File: src/rtl/ele_cfg_loader_pkg.sv
// Shared constants for the electrode configuration loader and MAIN_FSM command decode.
package ele_cfg_loader_pkg;

    localparam int unsigned ELE_NUM       = 1024;
    localparam int unsigned ELE_GROUP_WID = 16;
    localparam int unsigned SPI_ADDR_LEN  = 10;
    localparam int unsigned SPI_DATA_LEN  = 16;
    localparam int unsigned SPI_CODE_LEN  = 6;

    localparam int unsigned NUM_GROUPS = ELE_NUM / ELE_GROUP_WID;
    localparam int unsigned GRP_IDX_W  = $clog2(NUM_GROUPS);
    localparam int unsigned BIT_IDX_W  = $clog2(ELE_GROUP_WID);
    localparam int unsigned ELE_IDX_W  = $clog2(ELE_NUM);

    localparam logic [SPI_ADDR_LEN-1:0] BASE_ADDR = 10'h100;
    localparam logic [SPI_ADDR_LEN-1:0] GRP_SPAN  = SPI_ADDR_LEN'(NUM_GROUPS);

    localparam logic [SPI_CODE_LEN-1:0] CODE_WR     = 6'h01;
    localparam logic [SPI_CODE_LEN-1:0] CODE_RD     = 6'h02;
    localparam logic [SPI_CODE_LEN-1:0] CODE_COMMIT = 6'h03;

    typedef enum logic [2:0] {
        StIdle,
        StPrbRst,
        StShiftLo,
        StShiftHi,
        StFinish
    } load_state_e;

endpackage

File: src/rtl/ele_shift_tx.sv
// Serial transmitter for the probe electrode chain: optional probe reset, then one bit per
// divided clock period, element 0 first.
module ele_shift_tx
    import ele_cfg_loader_pkg::*;
#(
    parameter int unsigned CLK_DIV = 4,
    parameter int unsigned RST_CYC = 8
) (
    input  logic                 clk_50M,
    input  logic                 rst_n,
    input  logic                 start,
    input  logic                 prb_rst,
    input  logic                 bit_in,
    output logic [ELE_IDX_W-1:0] bit_idx,
    output logic                 busy,
    output logic                 done,
    output logic                 clk_to_elec,
    output logic                 data_to_elec,
    output logic                 rst_n_to_probe
);

    localparam logic [15:0] DIV_LAST = 16'(CLK_DIV - 1);
    localparam logic [15:0] RST_LAST = 16'(RST_CYC - 1);

    load_state_e          state_q;
    logic [ELE_IDX_W-1:0] cnt_q;
    logic [15:0]          div_q;
    logic                 last;

    assign last = (cnt_q == ELE_IDX_W'(ELE_NUM - 1));
    // Look one bit ahead in SHIFT_HI so bit_in is ready at the SHIFT_LO entry.
    assign bit_idx = (state_q == StShiftHi) ? cnt_q + ELE_IDX_W'(1) : cnt_q;

    always_ff @(posedge clk_50M or negedge rst_n) begin
        if (!rst_n) begin
            state_q        <= StIdle;
            cnt_q          <= '0;
            div_q          <= '0;
            busy           <= 1'b0;
            done           <= 1'b0;
            clk_to_elec    <= 1'b0;
            data_to_elec   <= 1'b0;
            rst_n_to_probe <= 1'b1;
        end else begin
            done <= 1'b0;
            unique case (state_q)
                StIdle: begin
                    if (start) begin
                        busy  <= 1'b1;
                        cnt_q <= '0;
                        div_q <= '0;
                        if (prb_rst) begin
                            rst_n_to_probe <= 1'b0;
                            state_q        <= StPrbRst;
                        end else begin
                            data_to_elec <= bit_in;
                            state_q      <= StShiftLo;
                        end
                    end
                end
                StPrbRst: begin
                    if (div_q == RST_LAST) begin
                        div_q          <= '0;
                        rst_n_to_probe <= 1'b1;
                        data_to_elec   <= bit_in;
                        state_q        <= StShiftLo;
                    end else begin
                        div_q <= div_q + 16'd1;
                    end
                end
                StShiftLo: begin
                    if (div_q == DIV_LAST) begin
                        div_q       <= '0;
                        clk_to_elec <= 1'b1;
                        state_q     <= StShiftHi;
                    end else begin
                        div_q <= div_q + 16'd1;
                    end
                end
                StShiftHi: begin
                    if (div_q == DIV_LAST) begin
                        div_q       <= '0;
                        clk_to_elec <= 1'b0;
                        if (last) begin
                            data_to_elec <= 1'b0;
                            state_q      <= StFinish;
                        end else begin
                            cnt_q        <= cnt_q + ELE_IDX_W'(1);
                            data_to_elec <= bit_in;
                            state_q      <= StShiftLo;
                        end
                    end else begin
                        div_q <= div_q + 16'd1;
                    end
                end
                StFinish: begin
                    done    <= 1'b1;
                    busy    <= 1'b0;
                    cnt_q   <= '0;
                    state_q <= StIdle;
                end
                default: state_q <= StIdle;
            endcase
        end
    end

endmodule

File: src/rtl/ele_cfg_loader.sv
// Electrode mux configuration buffer: 64 x 16-bit groups written over the SPI command bus,
// committed serially to the probe chain by ele_shift_tx.
module ele_cfg_loader
    import ele_cfg_loader_pkg::*;
#(
    parameter int unsigned CLK_DIV = 4,
    parameter int unsigned RST_CYC = 8
) (
    input  logic                    clk_50M,
    input  logic                    rst_n,
    input  logic                    cmd_valid,
    input  logic [SPI_CODE_LEN-1:0] code,
    input  logic [SPI_ADDR_LEN-1:0] addr,
    input  logic [SPI_DATA_LEN-1:0] data_in,
    output logic [SPI_DATA_LEN-1:0] rd_data,
    output logic                    rd_valid,
    output logic                    busy,
    output logic                    done,
    output logic                    err,
    output logic                    data_to_elec,
    output logic                    clk_to_elec,
    output logic                    rst_n_to_probe
);

    logic [ELE_GROUP_WID-1:0] cfg_mem [NUM_GROUPS];

    logic [SPI_ADDR_LEN-1:0] grp_off;
    logic [GRP_IDX_W-1:0]    grp_idx;
    logic                    in_range;
    logic                    is_wr, is_rd, is_commit;
    logic                    wr_ok, rd_ok, start, cmd_err;
    logic [ELE_IDX_W-1:0]    bit_idx;
    logic                    bit_sel;

    assign grp_off  = addr - BASE_ADDR;
    assign grp_idx  = grp_off[GRP_IDX_W-1:0];
    assign in_range = (addr >= BASE_ADDR) && (grp_off < GRP_SPAN);

    assign is_wr     = cmd_valid && (code == CODE_WR);
    assign is_rd     = cmd_valid && (code == CODE_RD);
    assign is_commit = cmd_valid && (code == CODE_COMMIT);

    // The buffer is frozen while busy so the image being shifted stays consistent.
    assign wr_ok   = is_wr && in_range && !busy;
    assign rd_ok   = is_rd && in_range;
    assign start   = is_commit && !busy;
    assign cmd_err = (is_wr && !(in_range && !busy)) || (is_rd && !in_range) ||
                     (is_commit && busy);

    assign bit_sel = cfg_mem[bit_idx[ELE_IDX_W-1:BIT_IDX_W]][bit_idx[BIT_IDX_W-1:0]];

    always_ff @(posedge clk_50M or negedge rst_n) begin
        if (!rst_n) begin
            rd_data  <= '0;
            rd_valid <= 1'b0;
            err      <= 1'b0;
            for (int i = 0; i < int'(NUM_GROUPS); i++) begin
                cfg_mem[i] <= '0;
            end
        end else begin
            rd_valid <= rd_ok;
            err      <= cmd_err;
            if (rd_ok) begin
                rd_data <= cfg_mem[grp_idx];
            end
            if (wr_ok) begin
                cfg_mem[grp_idx] <= data_in;
            end
        end
    end

    ele_shift_tx #(
        .CLK_DIV (CLK_DIV),
        .RST_CYC (RST_CYC)
    ) u_shift_tx (
        .clk_50M        (clk_50M),
        .rst_n          (rst_n),
        .start          (start),
        .prb_rst        (data_in[0]),
        .bit_in         (bit_sel),
        .bit_idx        (bit_idx),
        .busy           (busy),
        .done           (done),
        .clk_to_elec    (clk_to_elec),
        .data_to_elec   (data_to_elec),
        .rst_n_to_probe (rst_n_to_probe)
    );

endmodule

File: config.mk
export PLATFORM = sky130hd
export DESIGN_NAME = ele_cfg_loader
export DESIGN_NICKNAME = d
export VERILOG_FILES = /design/src/rtl/ele_cfg_loader_pkg.sv /design/src/rtl/ele_shift_tx.sv /design/src/rtl/ele_cfg_loader.sv
export SDC_FILE = /design/constraint.sdc
export NUM_CORES = 2
export LEC_CHECK = 0
export BUFFER_PORTS_ARGS = -buffer_cell sky130_fd_sc_hd__buf_4
export CAP_MARGIN = 20
export CORE_ASPECT_RATIO = 0.9
export CORE_MARGIN = 2
export CORE_UTILIZATION = 35
export CTS_CLUSTER_DIAMETER = 40
export DETAILED_ROUTE_END_ITERATION = 10
export PLACE_DENSITY_LB_ADDON = 0.08
export SLEW_MARGIN = 20
export SYNTH_ARGS = -nofsm -noshare
export SYNTH_HDL_FRONTEND = slang
export SYNTH_SLANG_ARGS = --single-unit
File: constraint.sdc
create_clock -name clk_50M -period 3.87 [get_ports clk_50M]
set_input_delay 0.774 -clock clk_50M [delete_from_list [all_inputs] [get_ports clk_50M]]
set_output_delay 0.774 -clock clk_50M [all_outputs]
set_load 0.03 [all_outputs]
==> results.py <==
metrics = {
    "run_status": {
        "run_status": "finished with violations",
        "violations": "setup timing",
    },
    "finish": {
        "seqCellArea_mm2": 0.02693,
        "n_fill_cell": 15060,
        "multi_input_comb_area_mm2": 0.02808,
        "drive_gt1_frac": 0.4021,
        "layout_common_cells": "dfrtp_1, mux2_2, nand2_1",
        "final_common_cell": "dfrtp_1",
        "final_nets": 5423,
        "stdcell_count": 7687,
        "syn2layout_area_growth_pct": 26.16,
    },
    "die": {
        "die_x_um": 428.4,
        "core_mm2": 0.1613,
        "num_io_pins": 58,
        "chipHeight_um": 385.9,
        "placementRows": 140,
        "die_area_mm2": 0.1653,
        "start_util": 0.3516,
    },
    "hold_path": {
        "hold_path.class": "in2reg",
    },
    "sta": {
        "tightest_slew_ns": 1.303,
        "fmax_ghz": 0.2572,
        "layout_worst_path_cycle_share": 1.005,
        "setup_violations": 1,
        "finalHoldViolCount": 0,
        "slew_headroom": 0.1220,
        "fin_crit_ns": 3.888,
        "finalWorstSetupSlack_ns": -0.01752,
        "drv_slew": 0,
        "skew_ns": 0.02481,
    },
    "route": {
        "num_vias": 48120,
        "drt-total-wl_mm": 267.5,
        "drtAntennaViolNets": 0,
        "firstDrtPassIters": 6,
        "vias_per_cell": 6.260,
        "drc_errors": 0,
        "drt_iter0_drc": 6307,
        "routedWlPerCell_um": 34.80,
    },
    "setup_path": {
        "critPathKind": "reg2reg",
        "crit_required_ns": 4.59,
        "crit_fanout": 12,
        "startpoint_type": "register",
        "critPathArrivalTime_ns": 4.61,
        "endpoint_kind": "register",
    },
    "synth": {
        "syn_area_mm2": 0.05672,
        "async_reset_ff_frac": 1.000,
        "synth_largest_area_cell": "dfrtp_1",
        "avgSynthCellArea_um2": 11.27,
        "synth.net_count": 5071,
        "synth_cells": 5033,
        "synth_top_area_share": 0.4742,
        "synth-warning-count": 0,
        "synth.area.top_cells": "dfrtp_1, mux2_2, a22oi_1, nand2_1, mux4_2",
        "yosysSeqAreaShare": 0.4747,
        "yosysUniqueCellTypes": 95,
        "synth_edf_count": 0,
        "synth_ff_type": "dfrtp_1",
        "ys_ff_latch": 1076,
    },
    "global_route": {
        "antenna_found_initial": 18,
        "grt_start_max_net_pins": 97,
        "grt_use_total": 0.3179,
        "grt_remaining_overflow": 0,
        "grt_pass1_wl_mm": 375.2,
        "grt_pass1_vias": 46900,
    },
    "place": {
        "dpl.cell_count": 7302,
        "io_buffer_count": 57,
        "place_congestion": 0.9393,
        "dpl.hpwl_mm": 177.4,
    },
    "power": {
        "total_power_mw": 31.41,
        "max-vdd-ir-drop_v": 0.0003166,
        "p_per_area_mw_per_mm2": 438.9,
        "leakagePower_nw": 31.40,
    },
    "clock_network": {
        "cts_tree": "done",
        "clockBufferDepth": 3,
        "cts_buffers": 189,
        "clock-sinks": 1076,
        "clk_pin_slew_ns": 0.06,
        "htreeDepth": 4,
        "clk-insertion-delay-late_ns": 0.83,
        "cts.root.buffer_cell": "clkbuf_16",
    },
    "job": {
        "cap_violations": 0,
    },
}
## cells in the mapped netlist (4+ instances only)
master,number
dfrtp_1,1075
mux2_2,1027
nand2_1,558
a22oi_1,395
clkbuf_1,318
nor2_1,148
nand4_1,134
nand3_1,114
mux2i_1,99
a21oi_1,94
a31oi_1,89
o21ai_0,89
and3_1,86
a221oi_1,80
buf_2,79
a22o_1,71
a211oi_1,64
buf_1,63
mux4_2,59
a32oi_1,47
a311oi_1,32
buf_4,28
o211ai_1,28
nor3_1,22
o22ai_1,18
nor4_1,16
a2111oi_0,12
buf_6,12
xor2_1,11
and2_1,10
nand2b_1,10
nor2b_1,9
o2111ai_1,7
a41oi_1,6
inv_1,6
o41ai_1,6
or4_1,6
xnor2_1,6
or3_1,5
a31o_2,4
a32o_1,4
o21ai_1,4
## worst max-delay path, stage by stage, from the launching register on
cell and delay, ns:
dfrtp_1 0.43, nand3b_4 0.25, buf_4 0.23, nor3_4 0.23, buf_12 0.15, xor2_4 0.16
buf_12 0.23, buf_4 0.24, nor2_1 0.10, buf_12 0.17, nand2_1 0.07, o22a_1 0.26
nand4_1 0.41, a32oi_2 0.34, nor4_2 0.06, a311o_1 0.32, o211ai_1 0.09
## report_power, final
group          internal (mW)  switching (mW)
registers               11.3          0.0765
logic                  0.636            1.85
clock network           10.9            6.58
## layer usage
layer	GRT usage	part of all wire	vias to the layer above
met5	0	0.00073	-
met4	0.1259	0.043	8
met3	0.07468	0.085	610
met2	0.4832	0.44	2552
met1	0.4369	0.43	25080
li1	-	-	19870
## stage by stage
step	hold slack, ns	setup WS (ns)	cell area, um^2	utilization	TNS (ns)
detailed placement	0.4729	-0.2220	64450	0.3995	-0.2290
global placement	0.4642	-0.2645	64450	0.3995	-0.2969
finish	0.2621	-0.01752	71560	0.4436	-0.01752
CTS	0.2094	0.00009948	71190	0.4413	0
global route	0.2451	-0.04583	71540	0.4435	-0.04583
floorplan	0.4784	0.4194	56720	-	0
## cells by family after synthesis
| family | synth area share |
|---|---|
| buffers and inverters | 0.03968 |
| XOR/XNOR | 0.003485 |
| AND/OR/NAND/NOR | 0.09613 |
| adder cells (fa/ha/maj) | 0.0006618 |
| AO/OA/AOI/OAI | 0.1401 |
| multiplexers | 0.2452 |
| flip-flops | 0.4747 |
## flip-flops by register name (all words and copies together), names as in the netlist
| name | flops |
|---|---|
| cfg_mem | 1024 |
| rd_data | 16 |
| u_shift_tx.div_q | 16 |
| u_shift_tx.cnt_q | 10 |
| u_shift_tx.state_q | 3 |
| err | 1 |
| rd_valid | 1 |
| u_shift_tx.busy | 1 |
| u_shift_tx.clk_to_elec | 1 |
| u_shift_tx.data_to_elec | 1 |
| u_shift_tx.done | 1 |
| u_shift_tx.rst_n_to_probe | 1 |
## worst paths after layout
| check | startpoint | endpoint | slack, ns | cells after the start |
|---|---|---|---|---|
| worst max-delay path | u_shift_tx.state_q[2] | u_shift_tx.data_to_elec | -0.02 | 16 |
| worst min-delay path | code[0] | u_shift_tx.busy | 0.26 | 3 |
| worst max register to register | u_shift_tx.state_q[2] | u_shift_tx.data_to_elec | -0.02 | 16 |
| worst min register to register | rd_data[10] | rd_data[10] | 0.48 | 2 |
| max in group asynchronous | rst_n | cfg_mem[223] | 2.20 | 3 |
| min in group asynchronous | rst_n | u_shift_tx.div_q[4] | 0.55 | 2 |
## timing repair
action,CTS,global route
pin swaps,1,12
hold buffers,1,0
gates resized for setup,14,37
gates cloned,1,3
hold endpoints to repair,35,0
endpoints found under the setup margin,1,1
buffers inserted,2,15
## cell type report
type / count / share of cell area
multi-input cells: 3446 / 0.3924
clock buffers: 224 / 0.07046
clock inverters: 131 / 0.02226
inverters: 8 / 0.0004196
flip-flops and latches: 1076 / 0.3763
well taps: 2130 / 0.03724
repair buffers: 664 / 0.1006
diodes: 8 / 0.0002797
No activity file was read; power rests on OpenSTA's default activity.
